[src/rtl/keypad_scan_ctrl_if.sv]
// Keypad pin and key-code bundle between the scan controller (master) and its
// board-side environment (slave).
interface keypad_scan_ctrl_if;
  logic [3:0]  row_in;
  logic [3:0]  col_out;
  logic [15:0] onehot;
  logic        key_valid;
  logic        key_held;

  modport master (
    input  row_in,
    output col_out,
    output onehot,
    output key_valid,
    output key_held
  );

  modport slave (
    output row_in,
    input  col_out,
    input  onehot,
    input  key_valid,
    input  key_held
  );
endinterface

[src/rtl/keypad_scan_ctrl.sv]
// 4x4 matrix keypad scanner with press/release debouncing; drives the columns and
// presents a registered one-hot key code, a new-key strobe and a held flag.
module keypad_scan_ctrl #(
  parameter int CLK_DIV      = 50000,
  parameter int DEBOUNCE_CNT = 4
) (
  input  logic                clk,
  input  logic                rst_n,
  keypad_scan_ctrl_if.master  kp
);

  localparam int                DIV_W   = $clog2(CLK_DIV);
  localparam logic [DIV_W-1:0]  DIV_MAX = DIV_W'(CLK_DIV - 1);
  localparam logic [3:0]        DEB_MAX = 4'(DEBOUNCE_CNT);

  typedef enum logic [1:0] {
    SCAN,
    DEB_PRESS,
    PRESSED,
    DEB_RELEASE
  } state_t;

  state_t            state_q, state_d;
  logic [DIV_W-1:0]  div_q, div_d;
  logic [3:0]        deb_q, deb_d;
  logic [3:0]        row_s1_q, row_s1_d;
  logic [3:0]        row_s2_q, row_s2_d;
  logic [3:0]        cap_row_q, cap_row_d;
  logic [1:0]        cap_col_q, cap_col_d;
  logic [3:0]        col_q, col_d;
  logic [15:0]       onehot_q, onehot_d;
  logic              valid_q, valid_d;
  logic              held_q, held_d;

  logic              tick;
  logic              all_high;
  logic              single_low;
  logic [3:0]        col_rot;
  logic [3:0]        deb_inc;

  // Position of the single low bit in an active-low one-cold vector.
  function automatic logic [1:0] low_index(input logic [3:0] v);
    case (v)
      4'b1110: low_index = 2'd0;
      4'b1101: low_index = 2'd1;
      4'b1011: low_index = 2'd2;
      default: low_index = 2'd3;
    endcase
  endfunction

  always_comb begin
    row_s1_d   = kp.row_in;
    row_s2_d   = row_s1_q;
    state_d    = state_q;
    deb_d      = deb_q;
    cap_row_d  = cap_row_q;
    cap_col_d  = cap_col_q;
    col_d      = col_q;
    onehot_d   = onehot_q;
    valid_d    = 1'b0;
    held_d     = held_q;

    tick       = (div_q == DIV_MAX);
    div_d      = tick ? '0 : div_q + DIV_W'(1);
    all_high   = (row_s2_q == 4'b1111);
    single_low = (row_s2_q == 4'b1110) || (row_s2_q == 4'b1101) ||
                 (row_s2_q == 4'b1011) || (row_s2_q == 4'b0111);
    col_rot    = {col_q[2:0], col_q[3]};
    deb_inc    = deb_q + 4'd1;

    // Ghosted patterns (two or more rows low) never match the single-row test.
    if (tick) begin
      case (state_q)
        SCAN: begin
          if (single_low) begin
            cap_row_d = row_s2_q;
            cap_col_d = low_index(col_q);
            deb_d     = 4'd0;
            state_d   = DEB_PRESS;
          end else begin
            col_d = col_rot;
          end
        end
        DEB_PRESS: begin
          if (row_s2_q == cap_row_q) begin
            deb_d = deb_inc;
            if (deb_inc == DEB_MAX) begin
              state_d  = PRESSED;
              onehot_d = 16'd1 << {cap_col_q, low_index(cap_row_q)};
              valid_d  = 1'b1;
              held_d   = 1'b1;
            end
          end else begin
            state_d = SCAN;
            col_d   = col_rot;
          end
        end
        PRESSED: begin
          if (all_high) begin
            deb_d   = 4'd0;
            state_d = DEB_RELEASE;
          end
        end
        DEB_RELEASE: begin
          if (all_high) begin
            deb_d = deb_inc;
            if (deb_inc == DEB_MAX) begin
              held_d  = 1'b0;
              state_d = SCAN;
              col_d   = col_rot;
            end
          end else begin
            state_d = PRESSED;
          end
        end
        default: state_d = SCAN;
      endcase
    end
  end

  always_ff @(posedge clk) begin
    if (!rst_n) begin
      state_q   <= SCAN;
      div_q     <= '0;
      deb_q     <= 4'd0;
      row_s1_q  <= 4'b1111;
      row_s2_q  <= 4'b1111;
      cap_row_q <= 4'b1111;
      cap_col_q <= 2'd0;
      col_q     <= 4'b1110;
      onehot_q  <= 16'h0000;
      valid_q   <= 1'b0;
      held_q    <= 1'b0;
    end else begin
      state_q   <= state_d;
      div_q     <= div_d;
      deb_q     <= deb_d;
      row_s1_q  <= row_s1_d;
      row_s2_q  <= row_s2_d;
      cap_row_q <= cap_row_d;
      cap_col_q <= cap_col_d;
      col_q     <= col_d;
      onehot_q  <= onehot_d;
      valid_q   <= valid_d;
      held_q    <= held_d;
    end
  end

  assign kp.col_out   = col_q;
  assign kp.onehot    = onehot_q;
  assign kp.key_valid = valid_q;
  assign kp.key_held  = held_q;

endmodule

[src/flat_wrapper.sv]
// flat-port wrapper written by rule: the top's interface ports become plain ports
module keypad_scan_ctrl_flat 
#(
  parameter int CLK_DIV      = 50000,
  parameter int DEBOUNCE_CNT = 4
)
  (clk, rst_n, kp_row_in, kp_col_out, kp_onehot, kp_key_valid, kp_key_held);
  keypad_scan_ctrl_if kp_i ();
  input  logic clk;
  input  logic rst_n;
  input wire logic [$bits(kp_i.row_in)-1:0] kp_row_in;
  output wire logic [$bits(kp_i.col_out)-1:0] kp_col_out;
  output wire logic [$bits(kp_i.onehot)-1:0] kp_onehot;
  output wire logic [$bits(kp_i.key_valid)-1:0] kp_key_valid;
  output wire logic [$bits(kp_i.key_held)-1:0] kp_key_held;
  assign kp_i.row_in = kp_row_in;
  assign kp_col_out = kp_i.col_out;
  assign kp_onehot = kp_i.onehot;
  assign kp_key_valid = kp_i.key_valid;
  assign kp_key_held = kp_i.key_held;
  keypad_scan_ctrl #(.CLK_DIV(CLK_DIV), .DEBOUNCE_CNT(DEBOUNCE_CNT)) u_core (.clk(clk), .rst_n(rst_n), .kp(kp_i));
endmodule
[config.mk]
export PLATFORM = sky130hd
export DESIGN_NAME = keypad_scan_ctrl_flat
export DESIGN_NICKNAME = d
export VERILOG_FILES = /design/src/rtl/keypad_scan_ctrl_if.sv /design/src/rtl/keypad_scan_ctrl.sv /design/src/flat_wrapper.sv
export SDC_FILE = /design/constraint.sdc
export NUM_CORES = 1
export LEC_CHECK = 0
export ABC_AREA = 1
export CAP_MARGIN = 20
export CORE_MARGIN = 2
export CORE_UTILIZATION = 53
export CTS_BUF_LIST = sky130_fd_sc_hd__clkbuf_8
export DETAILED_ROUTE_END_ITERATION = 7
export HOLD_SLACK_MARGIN = 0.1
export PLACE_DENSITY = 0.78
export SYNTH_ARGS = -nofsm -noshare
export SYNTH_HDL_FRONTEND = slang
export SYNTH_SLANG_ARGS = --single-unit
[constraint.sdc]
create_clock -name clk -period 1.62 [get_ports clk]
set_input_delay 0.162 -clock clk [delete_from_list [all_inputs] [get_ports clk]]
set_output_delay 0.162 -clock clk [all_outputs]
set_load 0.02 [all_outputs]
---- Yosys cells after proc, flatten, opt, wreduce, memory -nomap -nowiden ----
Cells that the tools add are included.
operators by class
  $add $sub $neg .......................... 2
  multipliers ............................. 0
  div/mod/pow operators ................... 0
  order comparisons ....................... 0
  equal/unequal tests ..................... 27
  shift operators ......................... 1
  mux-type cells .......................... 29
  bitwise gates (word level) .............. 1
  reduce and logical (&&, ||, !) cells .... 14
operators by type and width
  kind                                                    number
  == test 4 bit (second input constant)                   10
  2-to-1 mux 4 bit                                        8
  2-to-1 mux 2 bit                                        10
  adder 16 x 1 -> 16 bit (second input constant)          1
  == test 16 bit (second input constant)                  1
  one-hot mux 4 bit (4 select lines)                      1
  left shift 1 x 4 -> 16 bit (first input constant)       1
  inequality test 2 x 1 -> 1 bit (second input constant)  6
  one-hot mux 2 bit (3 select lines)                      2
  one-hot mux 4 bit (3 select lines)                      1
  AND reduction 6 bit                                     2
  AND reduction 5 bit                                     2
  == test 4 x 3 -> 1 bit (second input constant)          2
  one-hot mux 2 bit (4 select lines)                      1
  AND reduction 4 bit                                     2
  inequality test 3 bit (second input constant)           2
  2-to-1 mux 1 bit                                        5
  adder 4 x 1 -> 4 bit (second input constant)            1
  == test 2 bit (second input constant)                   2
  == test 4 bit                                           1
  inequality test 2 bit (second input constant)           2
  logical OR 1 bit                                        3
  AND reduction 3 bit                                     1
  nonzero test 3 bit                                      1
  6 further kinds                                         6
word-level totals
  bits in registers ....................... 58
  bits in latches ......................... 0
  RAM bits ................................ 0
  ROM bits ................................ 0
  input port bits ......................... 6
  output and inout bits ................... 22
  word-level logic and storage cells ...... 85
  memories ................................ 0

---- Longest topological paths before layout ----
  depth after elaboration ................. 7
  depth in mapped cells ................... 12

---- Least setup slack after synthesis ----
No wires, ideal clock.
  path kind ............................... register to register
  from .................................... reg u_core.div_q[0]
  to ...................................... reg u_core.onehot_q[3] (netlist: u_core.kp.onehot[3])
  data arrival time ....................... 1.482 ns
  slack ................................... 0.015 ns
  stages on the path, launching flop included .. 10
  path buffers ............................ 1
  period minus slack after synthesis ...... 1.605 ns
  path through ............................ dfxtp_1 -> ha_1 -> nand3_1 -> nor2_1 -> nand3_2 -> inv_2 -> nand2_2 -> nor2_2 -> buf_6 -> o21ai_0
on the way
  word-level cells in the longest chain between the ends .. 2
RTL lines
  what                           line                     text
  start, declared                keypad_scan_ctrl.sv:24   logic [DIV_W-1:0] div_q, div_d;
  start signal, assigned         keypad_scan_ctrl.sv:136  div_q <= div_d;
  == test 16 bit                 keypad_scan_ctrl.sv:63   tick = (div_q == DIV_MAX);
  AND reduction 4 bit (no line)  -
  end signal, assigned           keypad_scan_ctrl.sv:143  onehot_q <= onehot_d;
  end, declared                  keypad_scan_ctrl.sv:31   logic [15:0] onehot_q, onehot_d;
Every way passes these cells.
A chain may end at the register's enable or synchronous reset.

---- Worst setup path in the final report ----
  from .................................... reg u_core.div_q[1]
  to ...................................... reg u_core.onehot_q[14] (netlist: u_core.kp.onehot[14])
The elaborated chain is that of the path after synthesis.

==> results.md <==
- Largest family of logic cells by synthesized area: simple AND/OR/NAND/NOR gates
- HPWL after DPL: 4030 um
- Antenna Cells: 0
- Mapped Avg Cell Area: 6.89 sq um
- Total power: 2.87 mW
- Nature of the critical path endpoint: flip-flop
- Sequential area share after synthesis: 0.433
- Hold_buf cts: 0
- Power Density: 789 nW/um^2
- Violated checks: setup timing
- Number of antenna violations at the first check in global routing: 0
- Category of the critical setup timing path: reg2reg
- Crit path from: u_core.div_q[1]
- Post-layout util: 0.759
- Placed Cells incl. Taps: 489
- Relative contribution of the clock network to total power: 0.454
- Unrepaired setup endpoints after global routing: yes
- Slew headroom: 0.795
- Share of final-layout standard cells stronger than drive strength 1: 0.245
- Post-placement cell area: 3130 sq um
- Final-report setup violation count: 11
- Vias in the first global route: 2274
- Xor/xnor cell area share of the yosys netlist: 0.0196
- Top-level port count: 28
- Compound-gate portion of the synthesized area: 0.0929
- Insertion delay of the later-clocked pin in the worst-skew pair: 0.34 ns
- Clock tree from TritonCTS: done
- Final Hold Vio Count: 0
- Worst Setup Start Kind: flip-flop
- Sequential Power Share: 0.508
- Critical path peak fanout: 8
- Effective utilization at floorplan: 0.560
- Min setup slack post-route: -0.0410 ns
- Peak supply drop: 0.690 mV
- Placement-stage worst setup slack: -0.0698 ns
- TritonCTS Sinks: 58
- Avg Vias per Cell: 5.22
- Worst hold slack: 0.390 ns
- Origin of the critical flop-to-flop path: u_core.div_q[1]
- Commonest cells after routing, fill and taps aside: nand2_1 (90), nor2_1 (57), dfxtp_1 (51)
- Area grow syn2layout: 35.6%
- Number of distinct library cell variants in the gate-level netlist after synthesis: 26
- Number of synthesized register bits: 58
- Area of the multi-input gates: 1490 sq um
- Wire length of the first global-routing pass: 9530 um
- Slew Viols, Final: 0
- Die width: 75.1 um
- Die Y: 75.1 um
- Worst endpoint data arrival time: 1.94 ns
- Final critical path time including I/O delays and setup: 1.66 ns
- Total CTS buffers: 9
- Peak Freq: 602 MHz
- Cell leakage power: 1.70 nW
- Worst-case register-to-register setup slack: -0.04 ns
- Reported max-cap violation count: 0
- Worst-Margin Slew: 0.306 ns
- Logic gate share of total power: 0.038
- Terminus of the critical flop-to-flop path: u_core.kp.onehot[14]
- Net switching power: 0.605 mW
- Post-Syn Instances: 389
- Status: complete, but fails checks
- First drt pass iteration count: 7
- Total number of vias: 2672
- Cell count of the worst hold path: 2
- Count of nets after finishing: 450
- Number of warning messages in the yosys log: 0
- Filler Cell Count: 332
- Core Rows: 25
- Post-synthesis share of cell area spent on and, or, nand and nor gates: 0.364
- Clock edge transition at the registers on the reported setup and hold paths: 0.07 ns
- Commonest non-fill, non-tap cell in the layout: nand2_1
- Critical Path End: u_core.kp.onehot[14]
- Sw frac: 0.211
- Maximum number of pins on one net before global-route repair: 18
- Number of levels the H-tree was split into: 3
- Core area: 4790 sq um
- Overall track demand over capacity in global routing: 0.224
- Final period utilization: 1.03
- Number of nets still failing antenna checks after routing: 0
- Drt drc: 0
- Post-Synthesis Net Count: 397
- Global-route congestion overflow total: 0
- Post-route non-filler standard cell count: 512
- Worst hold path class: in2reg
- Maximum buffer depth of the clock tree: 2
- Post-route standard cell area excluding fillers: 3630 sq um
- Total wire length: 6400 um
- Worst reg-to-reg path cell count: 11
- # port buffers: 27
- Summed instance area of the synthesized netlist: 2680 sq um
- Area share of fa/ha/maj cells after synthesis: 0.00933
- Internal cell power: 2.26 mW
- Root buffer selected by CTS: clkbuf_8
- Portion of netlist area occupied by mux cells: 0
- Routability congestion estimate from global placement: 0.863
- Required @ worst endpoint: 1.90 ns
- Storage element area: 1170 sq um
- Area enclosed by the die boundary: 5640 sq um
- Setup_tns: -0.308 ns
- DR iter-0 viols: 146
- Largest clock skew in the final design: 0.00694 ns
- Routed WL per cell: 12.5 um
-- cell families after synthesis --
family,Yosys count
flip-flops,58
XOR/XNOR,6
buffers and inverters,52
AND/OR/NAND/NOR,228
adder cells (fa/ha/maj),2
AO/OA/AOI/OAI,43
-- timing repair --
item	4_1_cts	5_1_grt
endpoints found under the setup margin	20	38
resized for setup	2	64
cloned	0	2
pin swaps	1	8
buffers inserted	0	7
-- worst max-delay path: stages (launching register included) --
cell       delay (ns)
dfxtp_2          0.36
ha_4             0.16
nand3_4          0.07
nor2_4           0.16
nand3_4          0.13
inv_4            0.09
nand2_4          0.05
nor3_4           0.16
buf_6            0.15
clkbuf_16        0.17
nand2_1          0.05
o21ai_1          0.06
-- sequential cells by signal, summed over array words and instances (netlist names) --
name,count
u_core.kp.col_out,4
u_core.row_s1_q,4
u_core.deb_q,4
u_core.div_q,16
u_core.kp.key_held,1
u_core.cap_col_q,2
u_core.state_q,2
u_core.cap_row_q,4
u_core.row_s2_q,4
u_core.kp.onehot,16
u_core.kp.key_valid,1
-- power by group through the flow --
stage | sequential [mW] | combinational (mW) | clock, mW
after CTS | 1.45 | 0.0986 | 1.33
after floorplan | 1.48 | 0.0605 | 0
after detailed placement | 1.48 | 0.0980 | 0
final | 1.46 | 0.110 | 1.30
after global placement | 1.48 | 0.0956 | 0
after global routing | 1.46 | 0.123 | 1.40
-- cells in the mapped netlist --
cell | count | share of area
nor3b_1 | 2 | 0.0056
nand2_2 | 1 | 0.0023
nand3_1 | 26 | 0.049
nand4_1 | 5 | 0.012
nor2_2 | 3 | 0.0070
o21ai_2 | 9 | 0.029
a21oi_1 | 17 | 0.032
nand3_2 | 1 | 0.0037
xor2_1 | 5 | 0.016
nand3b_1 | 3 | 0.0084
nand2_1 | 108 | 0.15
dfxtp_1 | 58 | 0.43
xnor2_1 | 1 | 0.0033
buf_4 | 1 | 0.0028
inv_1 | 36 | 0.050
o21ai_0 | 17 | 0.032
nor3_4 | 1 | 0.0061
buf_2 | 2 | 0.0037
buf_1 | 1 | 0.0014
nor3_1 | 5 | 0.0093
ha_1 | 2 | 0.0093
buf_6 | 2 | 0.0084
inv_2 | 6 | 0.0084
nor2_1 | 64 | 0.090
clkbuf_1 | 4 | 0.0056
or2_2 | 9 | 0.021
-- how the worst min path moves through the flow --
| stage | start | end | slack (ns) |
|---|---|---|---|
| after floorplan | kp_row_in[0] | u_core.row_s1_q[0] | 0.27 |
| after global placement | u_core.row_s1_q[1] | u_core.row_s2_q[1] | 0.39 |
| after detailed placement | u_core.row_s1_q[1] | u_core.row_s2_q[1] | 0.40 |
| after CTS | kp_row_in[2] | u_core.row_s1_q[2] | 0.38 |
| after global routing | kp_row_in[2] | u_core.row_s1_q[2] | 0.39 |
| final | kp_row_in[2] | u_core.row_s1_q[2] | 0.39 |
-- area by class of cell --
cell class | count | share of cell area
multi-input combinational | 279 | 0.410
sequential | 58 | 0.322
timing repair buffer | 52 | 0.149
inverter | 42 | 0.0441
clock buffer | 11 | 0.0417
tap | 67 | 0.0231
clock inverter | 3 | 0.0110
-- routing by layer --
layer / share of wire / global-route usage
met5: 0 / 0
met4: 0.032 / 0.105
met3: 0.056 / 0.0683
met2: 0.47 / 0.351
met1: 0.44 / 0.283
(Power assumes the default switching activity.)
